<file path="config.mk">
export PLATFORM = sky130hd
export DESIGN_NAME = flit_reassembler
export DESIGN_NICKNAME = d
export VERILOG_FILES = /design/src/rtl/flit_reassembler.sv
export SDC_FILE = /design/constraint.sdc
export NUM_CORES = 1
export LEC_CHECK = 0
export ABC_AREA = 1
export ABC_CLOCK_PERIOD_IN_PS = 4200
export CORE_MARGIN = 4
export CORE_UTILIZATION = 40
export CTS_CLUSTER_SIZE = 8
export DETAILED_ROUTE_END_ITERATION = 10
export PLACE_DENSITY_LB_ADDON = 0.15
export SYNTH_ARGS = -nofsm -noshare
export SYNTH_HDL_FRONTEND = slang
export SYNTH_SLANG_ARGS = --single-unit
</file>
<file path="constraint.sdc">
create_clock -name clock -period 4.2 [get_ports clock]
set_clock_uncertainty 0.1 [all_clocks]
set_input_delay 0.84 -clock clock [delete_from_list [all_inputs] [get_ports clock]]
set_output_delay 0.84 -clock clock [all_outputs]
set_load 0.005 [all_outputs]
</file>
<file path="src/rtl/flit_reassembler.sv">
// Reassembles FLITS-flit groups (MSB flit first) into packets and queues them in a DEPTH-entry FIFO.
// Optional partial-packet timeout with drop_err pulse is built when FLIT_REASM_TIMEOUT_EN is defined.
module flit_reassembler #(
    parameter int PKT_WIDTH  = 32,
    parameter int FLIT_WIDTH = 8,
    parameter int DEPTH      = 4,
    parameter int TIMEOUT    = 16
) (
    input  logic                                     clock,
    input  logic                                     reset,
    input  logic [FLIT_WIDTH-1:0]                    flit_in,
    input  logic                                     flit_valid,
    output logic                                     flit_ready,
    output logic [PKT_WIDTH-1:0]                     pkt_out,
    output logic                                     pkt_valid,
    input  logic                                     pkt_ready,
    output logic                                     full,
    output logic                                     empty,
    output logic [$clog2(PKT_WIDTH/FLIT_WIDTH):0]    flit_cnt,
    output logic                                     drop_err
);
    localparam int FLITS = PKT_WIDTH / FLIT_WIDTH;
    localparam int CW    = $clog2(FLITS) + 1;
    localparam int AW    = $clog2(DEPTH);

    typedef enum logic [1:0] {IDLE, COLLECT, HOLD} state_t;

    state_t                 state, state_next;
    logic [PKT_WIDTH-1:0]   shreg;
    logic [PKT_WIDTH-1:0]   assembled;
    logic [PKT_WIDTH-1:0]   push_data;
    logic [PKT_WIDTH-1:0]   mem [DEPTH];
    logic [AW-1:0]          wr_ptr, rd_ptr;
    logic [AW:0]            count;
    logic                   accept, pop, space, last_flit, push, timeout_hit;

    assign accept    = flit_valid && flit_ready;
    assign pop       = pkt_valid && pkt_ready;
    assign space     = !full || pop;
    assign last_flit = (state == COLLECT) && accept && (flit_cnt == CW'(FLITS - 1));
    assign push      = (last_flit || (state == HOLD)) && space;
    assign assembled = {shreg[PKT_WIDTH-FLIT_WIDTH-1:0], flit_in};
    assign push_data = (state == HOLD) ? shreg : assembled;

    // NOTE: sequential state uses non-blocking assignments so every register samples pre-edge values.
    always_ff @(posedge clock or posedge reset) begin
        if (reset) state <= IDLE;
        else       state <= state_next;
    end

    // NOTE: defaulting state_next before the case keeps this block free of inferred latches.
    always_comb begin
        state_next = state;
        case (state)
            IDLE:    if (accept) state_next = COLLECT;
            COLLECT: begin
                if (timeout_hit)    state_next = IDLE;
                else if (last_flit) state_next = space ? IDLE : HOLD;
            end
            HOLD:    if (space) state_next = IDLE;
            default: state_next = IDLE;
        endcase
    end

    always_comb begin
        flit_ready = (state != HOLD);
    end

    always_ff @(posedge clock or posedge reset) begin
        if (reset) begin
            shreg    <= '0;
            flit_cnt <= '0;
        end else if (timeout_hit) begin
            shreg    <= '0;
            flit_cnt <= '0;
        end else if (accept) begin
            // A final flit with no FIFO space parks the whole packet in shreg for HOLD.
            shreg <= assembled;
            if (last_flit) flit_cnt <= space ? '0 : CW'(FLITS);
            else           flit_cnt <= flit_cnt + 1'b1;
        end else if ((state == HOLD) && space) begin
            flit_cnt <= '0;
        end
    end

    // NOTE: storage is not reset; pointers and count define validity and pkt_out is gated by empty.
    always_ff @(posedge clock) begin
        if (push) mem[wr_ptr] <= push_data;
    end

    always_ff @(posedge clock or posedge reset) begin
        if (reset) begin
            wr_ptr <= '0;
            rd_ptr <= '0;
            count  <= '0;
        end else begin
            if (push) wr_ptr <= wr_ptr + 1'b1;
            if (pop)  rd_ptr <= rd_ptr + 1'b1;
            case ({push, pop})
                2'b10:   count <= count + 1'b1;
                2'b01:   count <= count - 1'b1;
                default: count <= count;
            endcase
        end
    end

    assign full      = (count == (AW+1)'(DEPTH));
    assign empty     = (count == '0);
    assign pkt_valid = !empty;
    assign pkt_out   = empty ? '0 : mem[rd_ptr];

`ifdef FLIT_REASM_TIMEOUT_EN
    localparam int TW = $clog2(TIMEOUT + 1);
    logic [TW-1:0] idle_cnt;
    logic          drop_q;

    // An accept in the expiry cycle wins, so an in-flight flit is never silently lost.
    assign timeout_hit = (state == COLLECT) && !accept && (idle_cnt == TW'(TIMEOUT));

    always_ff @(posedge clock or posedge reset) begin
        if (reset) begin
            idle_cnt <= '0;
            drop_q   <= 1'b0;
        end else begin
            drop_q <= timeout_hit;
            if (accept || timeout_hit || (state != COLLECT)) idle_cnt <= '0;
            else                                             idle_cnt <= idle_cnt + 1'b1;
        end
    end

    assign drop_err = drop_q;
`else
    assign timeout_hit = 1'b0;
    assign drop_err    = 1'b0;
`endif

endmodule
</file>
Word-level counts from Yosys, hierarchy flattened
Memory sizes are Yosys's and may differ from the RTL's.
Index checks and enable logic that the tools add are counted.

storage, ports and cells
  memories = 1
  RAM bits = 128
  input bits = 12
  register bits after elaboration = 44
  output and inout port bits = 40

memories
  name  words  width  read ports  clocked after memory_dff  wr ports  line  RTL
  mem   4      32     1           0                         1         32    logic [PKT_WIDTH-1:0] mem [DEPTH];

cells by class
  reductions and logical operators = 15
  equality and inequality tests = 10
  $add $sub $neg = 5
  multiplexer cells = 14

operators by type and width
  operator             count
  $mux 32              2
  $mux 3               4
  $mux 2               4
  $ne 2x2->1 const B   4
  $add 3x1->3 const B  2
  $logic_and 1x1->1    6
  $pmux 2 s3           1
  $pmux 3 s2           1
  $add 2x1->2 const B  2
  $eq 2x1->1 const B   2
  $eq 2x2->1 const B   2
  $reduce_bool 2->1    2
  $eq 3x2->1 const B   1
  $eq 3x3->1 const B   1
  $logic_not 3->1      1
  $reduce_and 3->1     1
  $sub 3x1->3 const B  1
  $logic_not 1->1      2
  $logic_not 2->1      1
  $logic_or 1x1->1     2
  $mux 1               2

Logic depth before layout (Yosys ltp)
Gate-level depths: netlist of run 1.

  word-level depth = 8
  mapped depth = 14
  gate-level depth less buffers = 14

Least setup slack after synthesis of run 1
Ideal clock, no wire load.

  path kind = input port to flip-flop
  start point = in flit_valid
  end point = mem mem[0][0], enable pin
  slack = 1.054 ns
  setup time = 0.421 ns
  arrival = 2.625 ns
  buffers on the path = 0
  cell stages on the path = 6
  cell sequence = nand2_1 > inv_1 > nand2_1 > nand2_1 > nand2_1 > nor2_1

on the way
  cells in the longest elaborated chain, start to end = 7

ends and longest elaborated chain
  item                             line  RTL
  start, declared                  12    input logic flit_valid,
  $logic_and 1x1->1                37    assign accept = flit_valid && flit_ready;
  $logic_and 1x1->1 (2 in series)  40    assign last_flit = (state == COLLECT) && accept && (flit_cnt == CW'(FLITS - 1));
  $logic_or 1x1->1                 41    assign push = (last_flit || (state == HOLD)) && space;
  $logic_and 1x1->1                41
  $mux 1                           88    if (push) mem[wr_ptr] <= push_data;
  $mux 1 (implied by the code)     88
  end, declared                    32

Every way passes these cells.

Final worst setup path of run 1
  start point = reg rd_ptr[0]
  end point = out pkt_out[6]

on the way
  cells in the longest elaborated chain, start to end = 2

ends and longest elaborated chain
  item                    line  RTL
  start, declared         33    logic [AW-1:0] wr_ptr, rd_ptr;
  start signal, assigned  98    if (pop) rd_ptr <= rd_ptr + 1'b1;
  $mem_v2 4x32            -
  $mux 32                 110   assign pkt_out = empty ? '0 : mem[rd_ptr];
  end, declared           14    output logic [PKT_WIDTH-1:0] pkt_out,

Every way passes these cells.

==> results.sh, run 1 <==
export IMPL_first_pass_iters=5
export IMPL_drt_wl_total_um=16100
export IMPL_wl_per_cell_um=16.3
export IMPL_rsz0062_at_grt="no"
export IMPL_die_area_um2=20500
export IMPL_crit_top_cell="nand2_1"
export IMPL_synthMuxAreaShare_pct=0
export IMPL_p_per_area_nw_per_um2=651
export IMPL_fin_crit_sh_pct=83.0
export IMPL_root_buffer="clkbuf_16"
export IMPL_finalSetupViolCount=0
export IMPL_cts_sinks=172
export IMPL_critPathSlowestCell="dfrtp_2"
export IMPL_viasPerCell=4.91
export IMPL_start_kind="register"
export IMPL_clk_latency_ns=0.42
export IMPL_synthDistinctLibCells=22
export IMPL_hold_viol=0
export IMPL_cts_buffer_depth=2
export IMPL_drt_first_iter_violations=465
export IMPL_r2r_start="flit_cnt[0]"
export IMPL_min_path_cells=2
export IMPL_cp_arrival_ns=2.54
export IMPL_clkTransAtPathRegs_ns=0.06
export IMPL_drv_slew=0
export IMPL_async_reset_ff_share_pct=25.6
export IMPL_synth_flop_cell="edfxtp_1"
export IMPL_yosysSeqAreaShare_pct=67.8
export IMPL_post_cts_buffers=0
export IMPL_hold_buffers=0
export IMPL_holdCritPathClass="register to register"
export IMPL_finalCoreUtilization_pct=48.0
export IMPL_initial_core_util_pct=40.6
export IMPL_grt_overflow=0
export IMPL_yosysTopAreaCell="edfxtp_1"
export IMPL_tightest_slew_ns=0.835
export IMPL_cp_required_ns=3.26
export IMPL_grt_pass1_vias=4891
export IMPL_syn_num_nets=721
export IMPL_syn_inst=701
export IMPL_cap_violations=0
export IMPL_synth_top_area_share_pct=52.7
export IMPL_leakage_uw=0.00345
export IMPL_fp_coreArea_um2=18000
export IMPL_fp_dieH_um=143
export IMPL_cp_cell_sequence="clkinv_1 > buf_4 > nand2_1 > nand2_1 > nand2_1 > a21oi_1 > clkdlybuf4s50_1"
export IMPL_layout_drive_gt1_share_pct=6.99
export IMPL_post_cts_resize_count=0
export IMPL_fin_nets=765
export IMPL_htreeDepth=4
export IMPL_path_max_fanout=33
export IMPL_worstSetupEndpointType="output pin"
export IMPL_p_total_uw=5620
export IMPL_grt_max_degree=54
export IMPL_placement_rows=49
export IMPL_synth_top_family_by_area="simple AND/OR/NAND/NOR gates"
export IMPL_grtUsageTotal_pct=16.8
export IMPL_gp_congestion=0.777
export IMPL_io_pins=52
export IMPL_die_x_um=143
export IMPL_areaGrowthSynthToFinish_pct=18.3
export IMPL_slew_headroom_pct=43.8
export IMPL_outcome="finished, final reports clean"
export IMPL_synth_area_leaders="edfxtp_1 (53%), dfrtp_1 (15%), nand2_1 (11%)"
export IMPL_yosys_area_share_adder_pct=1.47
export IMPL_synth_seq_cells=172
export IMPL_via_count=4846
export IMPL_antenna_found_initial=0
export IMPL_synth_edf_count=128
export IMPL_crit_end="pkt_out[6]"
export IMPL_tns_ns=0
export IMPL_ys_warn_count=0
export IMPL_grt_pass1_wl_um=26300
export IMPL_yosys_area_share_simple_pct=15.8
export IMPL_syn_avg_cell_area_um2=10.4
export IMPL_synth_xor_area_share_pct=0.360
export IMPL_dp_hpwl_um=9750
export IMPL_fmax_mhz=287
export IMPL_synth_cell_area_um2=7300
export IMPL_r2r_end="count[2]"
export IMPL_drc=0
export IMPL_critPathMaxStageDelay_ns=0.59
export IMPL_synth_compound_area_share_pct=9.12
export IMPL_path_class="register to output pin"
export IMPL_peakVddDrop_mv=0.313
export IMPL_cts_buffers=17
export IMPL_io_buffers=50
export IMPL_reg2reg_slack_ns=1.55
export IMPL_min_period_ns=3.48
export IMPL_critPathLaunch="rd_ptr[0]"
export IMPL_ant_nets=0
export IMPL_n_antenna_cell=0
export IMPL_cts_tree="yes"
export IMPL_worst_r2r_path_depth=13
## cells by family after synthesis
group           Yosys count
xor+xnor                  3
fa+ha+maj                 8
buf+inv                  85
flops                   172
simple gates            299
other cells               1
compound gates          133
## cell type report
cell class              instances  area [µm²]
fillers                      1640        9330
repair buffers                 62         603
clock inverters                14         218
multi-input cells             444        1970
flip-flops and latches        172        4950
inverters                      48         183
clock buffers                  18         429
well taps                     229         287
## flip-flops by register name, summed over array words and instances (netlist names)
register and flops:
state 2, mem 128, flit_cnt 3, shreg 32, wr_ptr 2, count 3
rd_ptr 2
## worst min path at each step
stage	start	slack, ns	endpoint
2_1_floorplan	shreg[16]	0.35	shreg[16]
3_3_place_gp	shreg[24]	0.37	shreg[24]
3_5_place_dp	shreg[16]	0.37	shreg[16]
4_1_cts	shreg[17]	0.39	shreg[17]
5_1_grt	shreg[17]	0.41	shreg[17]
6_report	shreg[17]	0.38	shreg[17]
## report_power, final
| part | total, µW | switching [µW] | internal [µW] |
|---|---|---|---|
| clock | 1700 | 645 | 1060 |
| combinational | 1810 | 990 | 818 |
| sequential | 2110 | 114 | 1990 |
| total | 5620 | 1750 | 3870 |
## metrics by stage
| stage | instance area, µm² | worst slack [ns] | cells | hold slack (ns) |
|---|---|---|---|---|
| 5_1_grt | 8630 | 0.468 | 987 | 0.407 |
| 2_1_floorplan | 7300 | 1.05 | 701 | 0.353 |
| 6_report | 8630 | 0.716 | 987 | 0.385 |
| 3_5_place_dp | 7980 | 1.02 | 955 | 0.373 |
| 3_3_place_gp | 7980 | 1.08 | 955 | 0.367 |
| 4_1_cts | 8630 | 0.668 | 987 | 0.389 |
## cell usage in the layout, fill, tap and decap left out, drive strengths merged
cell type / Yosys / routed
clkdlybuf4s50: 0 / 50
ha: 7 / 7
nor2: 72 / 72
xnor2: 1 / 1
o21ai: 99 / 99
a21oi: 34 / 34
fa: 1 / 1
xor2: 2 / 2
clkinv: 0 / 8
edfxtp: 128 / 128
clkinvlp: 0 / 1
nand3: 8 / 8
clkbuf: 5 / 18
bufinv: 0 / 5
nand2: 217 / 217
nand3b: 1 / 1
buf: 32 / 12
inv: 48 / 48
nor3: 1 / 1
conb: 1 / 1
dfrtp: 44 / 44
## cells in the mapped netlist, drive strengths merged, types with 2 or more instances
library cell	number
clkbuf	5
nor2	72
edfxtp	128
buf	32
inv	48
a21oi	34
xor2	2
o21ai	99
nand3	8
nand2	217
dfrtp	44
ha	7
## per-layer routing
layer | GRT usage, % | vias to the layer above | routed length [µm]
met3 | 3.72 | 19 | 583
met5 | 0 | - | 0
met1 | 21.8 | 2326 | 7190
li1 | - | 2406 | -
met2 | 28.1 | 95 | 8040
met4 | 5.65 | 0 | 278
## critical path: cells and delay by family, from the launching register on
family | cells | cell delay, ns
buffers and inverters | 3 | 1.04
flip-flops | 1 | 0.59
AO/OA/AOI/OAI | 1 | 0.26
AND/OR/NAND/NOR | 3 | 0.20
Power figures use the tool's default switching activity.
==> run 2: changes to the inputs <==
--- a/config.mk
+++ b/config.mk
@@ -6,7 +6,7 @@
 export NUM_CORES = 1
 export LEC_CHECK = 0
 export ABC_AREA = 1
-export ABC_CLOCK_PERIOD_IN_PS = 4200
+export ABC_CLOCK_PERIOD_IN_PS = 2800
 export CORE_MARGIN = 4
 export CORE_UTILIZATION = 40
 export CTS_CLUSTER_SIZE = 8
==> constraint.sdc (replaced) <==
create_clock -name clock -period 2.8 [get_ports clock]
set_clock_uncertainty 0.1 [all_clocks]
set_input_delay 0.56 -clock clock [delete_from_list [all_inputs] [get_ports clock]]
set_output_delay 0.56 -clock clock [all_outputs]
set_load 0.005 [all_outputs]
==> results.sh, run 2 (synthesized netlist as in run 1, its figures left out) <==
export IMPL_clockPowerShare_pct=27.6
export IMPL_io_buffers=50
export IMPL_cp_cell_sequence="clkinvlp_4 > buf_12 > buf_12 > nand2_1 > nand2_1 > nand2_1 > a21oi_2 > clkdlybuf4s50_1"
export IMPL_fin_nets=778
export IMPL_gp_congestion=0.798
export IMPL_grt_max_degree=54
export IMPL_final_area_um2=8970
export IMPL_io_pins=52
export IMPL_grt_pass1_wl_um=25200
export IMPL_hold_viol=0
export IMPL_drv_slew=0
export IMPL_worst_r2r_path_depth=14
export IMPL_grt_pass1_vias=4818
export IMPL_cts_buffer_depth=2
export IMPL_placement_rows=49
export IMPL_reg_top3="mem: 128 flops, shreg: 32 flops"
export IMPL_slew_headroom_pct=54.1
export IMPL_clkTransAtPathRegs_ns=0.06
export IMPL_root_buffer="clkbuf_16"
export IMPL_seqCellArea_um2=4950
export IMPL_dpl_cell_area_um2=8100
export IMPL_drt_wl_total_um=16200
export IMPL_first_pass_iters=6
export IMPL_holdCritPathClass="register to register"
export IMPL_grt_overflow=0
export IMPL_dp_cells=961
export IMPL_r2r_start="flit_cnt[0]"
export IMPL_critPathMaxStageDelay_ns=0.50
export IMPL_finalNonFillerCells=1000
export IMPL_cts_sinks=172
export IMPL_p_total_uw=8530
export IMPL_path_class="register to output pin"
export IMPL_p_switching_uw=2690
export IMPL_initial_core_util_pct=40.6
export IMPL_fp_dieH_um=143
export IMPL_rsz0062_at_grt="yes"
export IMPL_cts_tree="yes"
export IMPL_crit_end="pkt_out[18]"
export IMPL_cap_violations=0
export IMPL_cp_required_ns=2.14
export IMPL_die_x_um=143
export IMPL_viasPerCell=4.86
export IMPL_cts_buffers=17
export IMPL_top_register="mem"
export IMPL_start_kind="register"
export IMPL_leakage_uw=0.00392
export IMPL_min_period_ns=2.73
export IMPL_critPathSlowestCell="clkdlybuf4s50_1"
export IMPL_path_delay_family="buffers and inverters"
export IMPL_whs_ns=0.383
export IMPL_outcome="finished, final reports clean"
export IMPL_fin_crit_sh_pct=97.3
export IMPL_largest_register_ffs=128
export IMPL_fmax_mhz=367
export IMPL_critPathLaunch="rd_ptr[0]"
export IMPL_power_frac_comb_pct=35.9
export IMPL_intPower_uw=5840
export IMPL_layout_drive_gt1_share_pct=8.95
export IMPL_crit_top_cell="nand2_1"
export IMPL_areaGrowthSynthToFinish_pct=23.0
export IMPL_antenna_found_initial=0
export IMPL_seqPwrFrac_pct=36.5
export IMPL_n_antenna_cell=0
export IMPL_path_depth=8
export IMPL_reg2reg_slack_ns=0.38
export IMPL_htreeDepth=4
export IMPL_dp_hpwl_um=9620
export IMPL_fp_coreArea_um2=18000
export IMPL_path_max_fanout=7
export IMPL_finalSetupViolCount=0
export IMPL_worst_path_buf_inv=4
export IMPL_die_area_um2=20500
export IMPL_n_fill_cell=1616
export IMPL_layout_common_cells="nand2_1 (215), edfxtp_1 (128), o21ai_0 (95), nor2_1 (68), dfrtp_1 (43)"
export IMPL_peakVddDrop_mv=0.520
export IMPL_ant_nets=0
export IMPL_r2r_end="count[2]"
export IMPL_via_count=4863
export IMPL_tightest_slew_ns=0.681
export IMPL_grtUsageTotal_pct=16.1
export IMPL_layout_commonest_cell="nand2_1"
export IMPL_clk_latency_ns=0.42
export IMPL_wl_per_cell_um=16.2
export IMPL_cp_arrival_ns=2.07
export IMPL_drt_first_iter_violations=325
export IMPL_worstSetupEndpointType="output pin"
export IMPL_switching_share_pct=31.5
export IMPL_p_per_area_nw_per_um2=950
export IMPL_multiInputGateArea_um2=1980
export IMPL_drc=0
-- run 2: changes by cell type in the layout (fill, tap and decap cells not counted), moves of 4 or more --
cell             before  now
a21oi_1              34   29
a21oi_2               0    5
buf_12                1   11
clkbuf_16            17   21
clkdlybuf4s50_1      50   19
dlymetal6s2s_1        0   31
-- run 2: area by class of cell --
type / count / area share (%)
Clock buffer: 21 / 5.02
Clock inverter: 11 / 1.56
Inverter: 48 / 2.08
Multi-Input combinational cell: 444 / 22.1
Sequential cell: 172 / 55.1
Tap cell: 229 / 3.19
Timing Repair Buffer: 75 / 10.9
-- run 2: stage by stage --
step	setup slack [ns]	TNS [ns]	utilization, %
final	0.0744	0	50.0
after global routing	-0.0183	-0.0183	50.0
after CTS	-0.0456	-0.176	48.5
after detailed placement	0.124	0	45.1
after global placement	0.187	0	45.1
after floorplan	-0.174	-22.30	-
-- run 2: per-layer routing --
layer	GRT usage, %	vias up	part of all wire (%)
li1	-	2429	-
met2	27.4	84	51
met3	3.55	15	2.9
met4	4.80	0	0.95
met1	20.6	2335	46
met5	0	-	0
-- run 2: worst min-delay path by stage --
| stage | start | endpoint | depth (start not counted) | slack (ns) |
|---|---|---|---|---|
| after floorplan | shreg[16] | shreg[16] | 2 | 0.35 |
| after global placement | shreg[16] | shreg[16] | 2 | 0.37 |
| after detailed placement | shreg[24] | shreg[24] | 2 | 0.37 |
| after CTS | shreg[24] | shreg[24] | 2 | 0.39 |
| after global routing | shreg[16] | shreg[16] | 2 | 0.42 |
| final | shreg[24] | shreg[24] | 2 | 0.38 |
-- run 2: power groups by stage --
stage / sequential (µW) / combinational, µW / clock (µW)
after global routing: 3140 / 3410 / 2520
after floorplan: 3130 / 1590 / 0
after CTS: 3110 / 2880 / 2400
after global placement: 3150 / 2820 / 0
final: 3110 / 3060 / 2360
after detailed placement: 3160 / 2840 / 0
-- run 2: what timing repair did --
action | CTS | global route
setup buffers | 0 | 2
hold buffers | 0 | 0
resized for setup | 3 | 46
pin swaps | 0 | 2
gates cloned | 0 | 5
endpoints found under the setup margin | 22 | 32
-- run 2: worst reg2reg max path, stage by stage (launching register included) --
cell and delay (ns):
dfrtp_1 0.41, ha_1 0.22, ha_1 0.18, nand2_1 0.08, inv_1 0.06, nand2_1 0.11, nand2_1 0.10, nand2_1 0.10
ha_1 0.17, inv_1 0.07, fa_1 0.38, inv_1 0.07, nand2_1 0.04, nand3b_1 0.09, xor2_1 0.16
==> run 3: changes to the inputs <==
--- a/config.mk
+++ b/config.mk
@@ -12,6 +12,7 @@
 export CTS_CLUSTER_SIZE = 8
 export DETAILED_ROUTE_END_ITERATION = 10
 export PLACE_DENSITY_LB_ADDON = 0.15
+export REMOVE_ABC_BUFFERS = 1
 export SYNTH_ARGS = -nofsm -noshare
 export SYNTH_HDL_FRONTEND = slang
 export SYNTH_SLANG_ARGS = --single-unit
==> results.sh, run 3 (synthesized netlist as in run 1, its figures left out) <==
export IMPL_reg_top3="mem: 128 flops, shreg: 32 flops"
export IMPL_rsz0062_at_grt="yes"
export IMPL_cts_tree="yes"
export IMPL_viasPerCell=4.87
export IMPL_dp_cells=966
export IMPL_hold_viol=0
export IMPL_cts_buffer_depth=2
export IMPL_fin_crit_sh_pct=97.6
export IMPL_holdPathEnd="shreg[21]"
export IMPL_peakVddDrop_mv=0.489
export IMPL_drv_slew=0
export IMPL_drt_first_iter_violations=383
export IMPL_io_buffers=50
export IMPL_grt_max_degree=53
export IMPL_layout_commonest_cell="nand2_1"
export IMPL_path_class="register to output pin"
export IMPL_areaGrowthSynthToFinish_pct=20.6
export IMPL_r2r_end="count[2]"
export IMPL_grtUsageTotal_pct=16.1
export IMPL_switching_share_pct=32.6
export IMPL_root_buffer="clkbuf_16"
export IMPL_min_path_cells=2
export IMPL_finalCoreUtilization_pct=49.0
export IMPL_start_kind="register"
export IMPL_cts_buffers=17
export IMPL_fp_coreArea_um2=18000
export IMPL_clkTransAtPathRegs_ns=0.06
export IMPL_antenna_found_initial=0
export IMPL_cp_required_ns=2.14
export IMPL_finalSetupViolCount=0
export IMPL_ant_nets=0
export IMPL_initial_core_util_pct=40.6
export IMPL_cts_sinks=172
export IMPL_layout_common_cells="nand2_1 (215), edfxtp_1 (128), o21ai_0 (96), nor2_1 (68), clkdlybuf4s50_1 (44)"
export IMPL_path_max_fanout=20
export IMPL_grt_pass1_wl_um=25400
export IMPL_tightest_slew_ns=0.566
export IMPL_cp_arrival_ns=2.07
export IMPL_fp_dieH_um=143
export IMPL_clk_latency_ns=0.41
export IMPL_grt_overflow=0
export IMPL_drt_wl_total_um=16300
export IMPL_p_switching_uw=2720
export IMPL_critPathLaunch="rd_ptr[0]"
export IMPL_n_antenna_cell=0
export IMPL_fin_nets=778
export IMPL_finalNonFillerCells=1000
export IMPL_tns_ns=0
export IMPL_holdCritPathClass="register to register"
export IMPL_first_pass_iters=5
export IMPL_power_frac_comb_pct=36.5
export IMPL_wl_per_cell_um=16.3
export IMPL_cap_violations=0
export IMPL_drc=0
export IMPL_placement_rows=49
export IMPL_worstSetupEndpointType="output pin"
export IMPL_layout_drive_gt1_share_pct=9.86
export IMPL_die_area_um2=20500
export IMPL_io_pins=52
export IMPL_min_period_ns=2.73
export IMPL_intPower_uw=5610
export IMPL_p_per_area_nw_per_um2=947
export IMPL_top_register="mem"
export IMPL_hold_start="shreg[21]"
export IMPL_r2r_start="flit_cnt[0]"
export IMPL_fmax_mhz=366
export IMPL_via_count=4869
export IMPL_worst_r2r_path_depth=13
export IMPL_gp_congestion=0.734
export IMPL_outcome="finished, final reports clean"
export IMPL_final_area_um2=8800
export IMPL_seqPwrFrac_pct=37.4
export IMPL_grt_pass1_vias=4801
export IMPL_dp_hpwl_um=9520
export IMPL_clockPowerShare_pct=26.1
export IMPL_largest_register_ffs=128
export IMPL_reg2reg_slack_ns=0.37
export IMPL_slew_headroom_pct=61.9
export IMPL_dpl_cell_area_um2=8130
export IMPL_htreeDepth=4
export IMPL_leakage_uw=0.00358
export IMPL_hold_buffers=0
export IMPL_die_x_um=143
run 3: routing by layer:
metal  global-route usage (%)  wire, µm  vias up
met1                     22.2      7770     2359
met4                     4.85       226        0
met2                     26.2      7790       70
met3                     3.08       475       14
met5                        0         0        -
li1                         -         -     2426
run 3: how the worst max path moves through the flow:
stage,to,slack (ns)
3_3_place_gp,count[2],0.19
3_5_place_dp,count[2],0.13
4_1_cts,pkt_out[24],-0.01
2_1_floorplan,pkt_out[0],-0.51
6_report,pkt_out[17],0.07
5_1_grt,pkt_out[17],-0.06
run 3: final cells by class:
cell class	instances	area, µm²
multi-input cells	444	1990
clock buffers	17	425
repair buffers	75	841
fillers	1583	9170
flip-flops and latches	172	4950
inverters	48	185
well taps	229	287
clock inverters	15	125
run 3: through the flow:
stage	hold WS (ns)	power [µW]	worst slack (ns)
final	0.382	8330	0.0684
after global routing	0.411	8850	-0.0599
after global placement	0.366	6040	0.194
after detailed placement	0.373	6070	0.131
after CTS	0.389	8270	-0.0123
after floorplan	0.353	4550	-0.509
run 3: worst max-delay path: stages, from the launching register on:
cell and delay [ns]:
dfrtp_2 0.46, inv_4 0.13, buf_12 0.18, nand2_1 0.06, nand2_1 0.05, nand2_1 0.04, a21oi_1 0.19, clkdlybuf4s50_1 0.53
run 3: power groups by stage:
stage	sequential [µW]	combinational [µW]	clock, µW
after floorplan	3210	1330	0
after global placement	3150	2890	0
after detailed placement	3160	2910	0
after CTS	3110	2940	2210
after global routing	3140	3380	2330
final	3120	3040	2180
run 3: repair_timing:
| action | CTS | global route |
|---|---|---|
| gates resized for setup | 3 | 18 |
| pin swaps | 0 | 1 |
| setup endpoints to repair | 9 | 20 |
| setup buffers | 0 | 0 |
| cloned | 0 | 2 |
